[config.mk]
export PLATFORM = sky130hd
export DESIGN_NAME = ram_sync_flat
export DESIGN_NICKNAME = d
export VERILOG_FILES = /design/src/rtl/ram_pkg.sv /design/src/rtl/ram_sync_if.sv /design/src/rtl/ram_sync_pipe.sv /design/src/rtl/ram_sync.sv /design/src/flat_wrapper.sv
export SDC_FILE = /design/constraint.sdc
export NUM_CORES = 2
export LEC_CHECK = 0
export ABC_AREA = 1
export CELL_PAD_IN_SITES_DETAIL_PLACEMENT = 2
export CELL_PAD_IN_SITES_GLOBAL_PLACEMENT = 2
export CORE_MARGIN = 2
export CORE_UTILIZATION = 48
export CTS_CLUSTER_DIAMETER = 80
export DETAILED_ROUTE_END_ITERATION = 12
export DONT_BUFFER_PORTS = 1
export PLACE_DENSITY_LB_ADDON = 0.1
export SLEW_MARGIN = 5
export SYNTH_ARGS = -nofsm -noshare
export SYNTH_HDL_FRONTEND = slang
export SYNTH_HIERARCHICAL = 1
export SYNTH_SLANG_ARGS = --single-unit
[constraint.sdc]
create_clock -name clk -period 13.2 [get_ports clk]
set_input_delay 3.3 -clock clk [delete_from_list [all_inputs] [get_ports clk]]
set_output_delay 3.3 -clock clk [all_outputs]
set_load 0.05 [all_outputs]
[src/rtl/ram_pkg.sv]
// Shared constants and types for the synchronous RAM with sequential clear.
package ram_pkg;

  localparam bit READ_FIRST  = 1'b0;
  localparam bit WRITE_FIRST = 1'b1;

  typedef enum logic {
    CLEAR = 1'b0,
    IDLE  = 1'b1
  } state_e;

endpackage

[src/rtl/ram_sync_if.sv]
// Access port of ram_sync: request side driven by the master, return side by the RAM.
interface ram_sync_if #(
  parameter int DATA_W = 16,
  parameter int ADDR_W = 8
);
  logic              en;
  logic              we;
  logic [ADDR_W-1:0] addr;
  logic [DATA_W-1:0] din;
  logic              clr;
  logic              ready;
  logic [DATA_W-1:0] dout;
  logic              dout_valid;

  modport master (
    output en, we, addr, din, clr,
    input  ready, dout, dout_valid
  );

  modport slave (
    input  en, we, addr, din, clr,
    output ready, dout, dout_valid
  );
endinterface

[src/rtl/ram_sync_pipe.sv]
// Extra return-data delay stages; data registers only load with a valid word so
// the output keeps its last value between pulses.
module ram_sync_pipe #(
  parameter int DATA_W = 16,
  parameter int DEPTH  = 1
) (
  input  logic              clk,
  input  logic              rst,
  input  logic [DATA_W-1:0] in_data,
  input  logic              in_valid,
  output logic [DATA_W-1:0] out_data,
  output logic              out_valid
);

  logic [DEPTH-1:0][DATA_W-1:0] data_q;
  logic [DEPTH-1:0]             valid_q;

  // NOTE: sequential state uses non-blocking assignments so every stage samples
  // the pre-edge value of its neighbour, independent of statement order.
  always_ff @(posedge clk or posedge rst) begin
    if (rst) begin
      data_q  <= '0;
      valid_q <= '0;
    end else begin
      valid_q[0] <= in_valid;
      if (in_valid) data_q[0] <= in_data;
      for (int i = 1; i < DEPTH; i++) begin
        valid_q[i] <= valid_q[i-1];
        if (valid_q[i-1]) data_q[i] <= data_q[i-1];
      end
    end
  end

  assign out_data  = data_q[DEPTH-1];
  assign out_valid = valid_q[DEPTH-1];

endmodule

[src/rtl/ram_sync.sv]
// Single-port synchronous RAM that zeroes itself one word per cycle after reset
// or on request, then serves one read/write per cycle with RD_LAT latency.
module ram_sync
  import ram_pkg::*;
#(
  parameter int DATA_W  = 16,
  parameter int ADDR_W  = 8,
  parameter int RD_LAT  = 1,
  parameter bit WR_MODE = READ_FIRST
) (
  input logic       clk,
  input logic       rst,
  ram_sync_if.slave bus
);

  localparam int                DEPTH = 2 ** ADDR_W;
  localparam logic [ADDR_W-1:0] LAST  = ADDR_W'(DEPTH - 1);

  state_e            state_q, state_d;
  logic [ADDR_W-1:0] cnt_q, cnt_d;
  logic              ready_c;
  logic              accept;
  logic              mem_we;
  logic [ADDR_W-1:0] mem_addr;
  logic [DATA_W-1:0] mem_wdata;
  logic [DATA_W-1:0] mem [DEPTH];
  logic [DATA_W-1:0] rd_data_q;
  logic              rd_valid_q;

  always_ff @(posedge clk or posedge rst) begin
    if (rst) begin
      state_q <= CLEAR;
      cnt_q   <= '0;
    end else begin
      state_q <= state_d;
      cnt_q   <= cnt_d;
    end
  end

  // NOTE: every output of this block gets a default before the case so no path
  // leaves a signal unassigned, which would otherwise infer a latch.
  always_comb begin
    state_d   = state_q;
    cnt_d     = cnt_q;
    ready_c   = 1'b0;
    accept    = 1'b0;
    mem_we    = 1'b0;
    mem_addr  = bus.addr;
    mem_wdata = bus.din;
    case (state_q)
      CLEAR: begin
        mem_we    = 1'b1;
        mem_addr  = cnt_q;
        mem_wdata = '0;
        if (cnt_q == LAST) begin
          state_d = IDLE;
          cnt_d   = '0;
        end else begin
          cnt_d = cnt_q + 1'b1;
        end
      end
      IDLE: begin
        ready_c = 1'b1;
        // A clear request takes priority and silently drops a same-cycle access.
        if (bus.clr) begin
          state_d = CLEAR;
          cnt_d   = '0;
        end else if (bus.en) begin
          accept = 1'b1;
          mem_we = bus.we;
        end
      end
      default: state_d = CLEAR;
    endcase
  end

  // NOTE: the array has no reset so it can map onto block RAM; the CLEAR walk is
  // what gives it defined contents.
  always_ff @(posedge clk) begin
    if (mem_we) mem[mem_addr] <= mem_wdata;
  end

  // First return stage: the array read sees the pre-edge word (READ_FIRST).
  always_ff @(posedge clk or posedge rst) begin
    if (rst) begin
      rd_data_q  <= '0;
      rd_valid_q <= 1'b0;
    end else begin
      rd_valid_q <= accept;
      if (accept) begin
        rd_data_q <= (bus.we && WR_MODE == WRITE_FIRST) ? bus.din : mem[bus.addr];
      end
    end
  end

  generate
    if (RD_LAT > 1) begin : g_pipe
      ram_sync_pipe #(
        .DATA_W (DATA_W),
        .DEPTH  (RD_LAT - 1)
      ) u_pipe (
        .clk       (clk),
        .rst       (rst),
        .in_data   (rd_data_q),
        .in_valid  (rd_valid_q),
        .out_data  (bus.dout),
        .out_valid (bus.dout_valid)
      );
    end else begin : g_direct
      assign bus.dout       = rd_data_q;
      assign bus.dout_valid = rd_valid_q;
    end
  endgenerate

  assign bus.ready = ready_c;

endmodule

[src/flat_wrapper.sv]
// flat-port wrapper written by rule: the top's interface ports become plain ports
module ram_sync_flat import ram_pkg::*;
#(
  parameter int DATA_W  = 16,
  parameter int ADDR_W  = 8,
  parameter int RD_LAT  = 1,
  parameter bit WR_MODE = READ_FIRST
)
  (clk, rst, bus_en, bus_we, bus_addr, bus_din, bus_clr, bus_ready, bus_dout, bus_dout_valid);
  ram_sync_if #(.DATA_W(DATA_W), .ADDR_W(ADDR_W)) bus_i ();
  input logic clk;
  input logic rst;
  input wire logic [$bits(bus_i.en)-1:0] bus_en;
  input wire logic [$bits(bus_i.we)-1:0] bus_we;
  input wire logic [$bits(bus_i.addr)-1:0] bus_addr;
  input wire logic [$bits(bus_i.din)-1:0] bus_din;
  input wire logic [$bits(bus_i.clr)-1:0] bus_clr;
  output wire logic [$bits(bus_i.ready)-1:0] bus_ready;
  output wire logic [$bits(bus_i.dout)-1:0] bus_dout;
  output wire logic [$bits(bus_i.dout_valid)-1:0] bus_dout_valid;
  assign bus_i.en = bus_en;
  assign bus_i.we = bus_we;
  assign bus_i.addr = bus_addr;
  assign bus_i.din = bus_din;
  assign bus_i.clr = bus_clr;
  assign bus_ready = bus_i.ready;
  assign bus_dout = bus_i.dout;
  assign bus_dout_valid = bus_i.dout_valid;
  ram_sync #(.DATA_W(DATA_W), .ADDR_W(ADDR_W), .RD_LAT(RD_LAT), .WR_MODE(WR_MODE)) u_core (.clk(clk), .rst(rst), .bus(bus_i));
endmodule
==> out/metrics.cfg <==
[placed_design]
io_buffers=0
post_dp_cell_area_sq_um=170600
post-dp-hpwl_mm=355.0
place.gp.congestion=0.8337
dpl_worst_slack_ns=2.662

[worst_setup_path]
startpoint_type=primary input
end_kind=flip-flop
worstPathCellList=buf_16, buf_16, buf_16, buf_16, clkinv_16, buf_12, buf_4, buf_4, nand2_1, nand3_1, nand3_1, nand3_1, nand3_1, nand3_1, nand3_1, nand3_1, nand3_1, nand2_1
criticalPathCategory=in -> reg
crit_family=buffers and inverters
critPathRequiredTime_ns=14.10
critical-path-top-cell-by-count=sky130_fd_sc_hd__nand3_1
slowest_cp_cell=sky130_fd_sc_hd__buf_16
worst_path_largest_cell_delay_ns=0.85
rrSetupSlack_ns=8.32
cp.buffers_inverters=8
cp.arrival_ns=11.30
critical_path.max_fanout=265

[grt]
largest_net_degree_at_the_start_of_global_routing=514
initial_antenna_violation_count=27
grtUsageTotal=0.3740
grt_first_pass_wirelength_mm=959.8
grt-ovfl-total=0
first_global_vias=130800

[run_status]
violations=slew limit
outcome=finished, violations left

[final_layout]
fin_nets=13620
finalInstanceArea_sq_um=184600
final_util=0.5332
drive_above_1_share=0.07630
area_growth_syn_to_layout_pct=10.58

[clocking]
hold_buffers=0
ctsLongestPathBuffers=4
cts.sinks=4122
clock_insertion_delay_worst_skew_ns=1.04
tritoncts.num_buffers=440
tritoncts=yes
post_cts.resized_instances=0
htreeDepth=5
clkSlewWorstSetupHoldPaths_ns=0.07
clock_root_buffer=sky130_fd_sc_hd__clkbuf_16
postCtsSetupBuffers=0

[sta]
finalHoldViolCount=0
rsz_0062_raised_after_global_routing=false
final-max-slew-violation-count=91
fin_setup_tns_ns=0
max_clock_freq_ghz=0.09621
fin_worst_hold_slack_ns=0.6347
final_period_minus_worst_setup_slack_ns=10.39
setup_violations=0
layout_setup_ws_ns=2.806
clock_skew_ns=0.07701
max-slew-margin-rel=-0.1081
finalCritPeriodShare=0.7875
worst_pin_slew_ns=1.662

[pwr]
total_power_density_per_cell_area_nw_per_um2=160.8
cellLeakagePower_nw=65.26
max-vdd-ir-drop_uv=153.8

[routing]
drt_iter0_markers=14950
via_count=119900
drc_violations_left=0
drt-pass1-iter-count=6
final_antenna_net_count=0
post_dr_vias_cell=6.469
drt_wl_total_mm=672.1
routed_wire_length_per_instance_um=36.26

[min_path]
min_path_type=reg -> reg

[logic_synthesis]
synth_flop_cell=sky130_fd_sc_hd__edfxtp_1
netlist_area_sq_um=166900
synth_enable_flop_cells=4096
yosys_register_bits=4122
netlist_instances=13730
yosys_warnings=6
synth-seq-area-share=0.7407
ys_async_sr_fraction=0.006308
syn_area_per_cell_sq_um=12.16
synth_fp_nets=13760
yosys.cell_types.count=31

[floorplan]
dieArea_sq_um=352500
dieWidth_um=593.7
die_h_um=593.7
effective_utilization_at_floorplan=0.4822
rows=216
core-area_sq_um=346200
pin_count=47

[run]
number_of_max_capacitance_violations_reported=0

## per-stage QoR
stage | cells | power [mW]
floorplan | 13730 | 16.19
global placement | 17720 | 17.04
detailed placement | 17730 | 17.27
CTS | 18520 | 29.67
global route | 18530 | 30.22
finish | 18540 | 29.68
## cell usage after synthesis (2+ instances only)
cell	number	area, sq um
sky130_fd_sc_hd__nand3_1	4082	20430
sky130_fd_sc_hd__o22ai_1	5	31.28
sky130_fd_sc_hd__edfxtp_1	4096	123000
sky130_fd_sc_hd__buf_6	69	777.0
sky130_fd_sc_hd__nor2_2	3	18.77
sky130_fd_sc_hd__o21ai_2	2	17.52
sky130_fd_sc_hd__nand2_1	4188	15720
sky130_fd_sc_hd__buf_4	225	1689
sky130_fd_sc_hd__nor2_1	289	1085
sky130_fd_sc_hd__buf_2	494	2472
sky130_fd_sc_hd__o21ai_0	5	25.02
sky130_fd_sc_hd__a21oi_1	2	10.01
sky130_fd_sc_hd__clkbuf_1	95	356.6
sky130_fd_sc_hd__inv_2	4	15.01
sky130_fd_sc_hd__xor2_1	4	35.03
sky130_fd_sc_hd__o21ai_1	3	15.01
sky130_fd_sc_hd__inv_1	65	244.0
sky130_fd_sc_hd__nor3_1	2	10.01
sky130_fd_sc_hd__clkinv_1	2	7.510
sky130_fd_sc_hd__buf_1	58	217.7
sky130_fd_sc_hd__dfrtp_1	26	650.6
## kinds of logic (layout without fill, tap and decap cells)
logic type	after synthesis	in the layout	share of synthesized area
other	0	13	0
adders and majority gates	1	1	0.00007494
DFF	4122	4122	0.7407
and+or+nand+nor	8566	8566	0.2233
AOI/OAI and AO/OA	19	19	0.0006746
xor gates and xnor gates	5	5	0.0002623
buffers and inverters	1016	1232	0.03492
## per-layer routing
metal / routed length [um] / GRT usage / vias to the layer above
met5: 148 / 0 / -
met4: 37620 / 0.1880 / 22
met3: 49930 / 0.05580 / 1495
met2: 329900 / 0.6265 / 6012
li1: - / - / 48710
met1: 254500 / 0.4756 / 63680
## state kept, by name, summed over array words and instances, names as in the netlist
signal / flops
u_core/state_q: 1
u_core/cnt_q: 8
u_core/bus.dout: 16
u_core/bus.dout_valid: 1
u_core/mem: 4096
## worst register-to-register path, stage by stage (launching register included)
cell	delay [ns]
sky130_fd_sc_hd__dfrtp_2	0.36
sky130_fd_sc_hd__buf_4	0.58
sky130_fd_sc_hd__inv_1	0.25
sky130_fd_sc_hd__a31oi_1	0.38
sky130_fd_sc_hd__clkinv_1	0.82
sky130_fd_sc_hd__nand2_2	0.86
sky130_fd_sc_hd__buf_4	0.56
sky130_fd_sc_hd__nor2_1	0.42
sky130_fd_sc_hd__buf_4	0.33
## cell type report
cell class,count,area [sq um]
Multi-Input combinational cell,8591,37620
Sequential cell,4122,123700
Clock buffer,556,11670
Inverter,73,456.7
Clock inverter,237,2191
Timing Repair Buffer,366,3238
Tap cell,4578,5728
Fill cell,32480,161600
Antenna cell,13,32.53
## cells in the final DEF (no fill, tap or decap), types with 2 or more instances in the layout
master,n
sky130_fd_sc_hd__clkbuf_1,104
sky130_fd_sc_hd__inv_6,7
sky130_fd_sc_hd__dfrtp_1,25
sky130_fd_sc_hd__inv_8,18
sky130_fd_sc_hd__buf_16,17
sky130_fd_sc_hd__clkinv_1,94
sky130_fd_sc_hd__nand2_2,16
sky130_fd_sc_hd__inv_16,2
sky130_fd_sc_hd__nor2_2,54
sky130_fd_sc_hd__o21ai_2,2
sky130_fd_sc_hd__a21oi_1,2
sky130_fd_sc_hd__nand3_1,4082
sky130_fd_sc_hd__inv_1,45
sky130_fd_sc_hd__clkinvlp_4,3
sky130_fd_sc_hd__clkinv_2,89
sky130_fd_sc_hd__o22ai_1,5
sky130_fd_sc_hd__edfxtp_1,4096
sky130_fd_sc_hd__buf_12,12
sky130_fd_sc_hd__inv_2,5
sky130_fd_sc_hd__clkinv_8,4
sky130_fd_sc_hd__xor2_1,4
sky130_fd_sc_hd__o21ai_0,5
sky130_fd_sc_hd__o21ai_1,3
sky130_fd_sc_hd__nand2_1,4172
sky130_fd_sc_hd__clkbuf_8,3
sky130_fd_sc_hd__clkbuf_16,449
sky130_fd_sc_hd__buf_4,337
sky130_fd_sc_hd__nor3_1,2
sky130_fd_sc_hd__bufinv_16,41
sky130_fd_sc_hd__diode_2,13
sky130_fd_sc_hd__nor2_1,238
## report_power, final
group,internal [mW],switching [mW]
clock,7.01,5.49
combinational,0.470,2.02
sequential,14.5,0.149
## final timing paths
check | depth (start not counted) | start | to
min in group asynchronous | 1 | rst | u_core/state_q
max in group asynchronous | 1 | rst | u_core/state_q
max | 18 | bus_addr[0] | u_core/bus.dout[13]
min | 2 | u_core/cnt_q[6] | u_core/cnt_q[6]
max reg2reg | 8 | u_core/state_q | u_core/mem[64][6]
min reg2reg | 2 | u_core/cnt_q[6] | u_core/cnt_q[6]
Note: power is estimated with default switching activity, not from simulation.
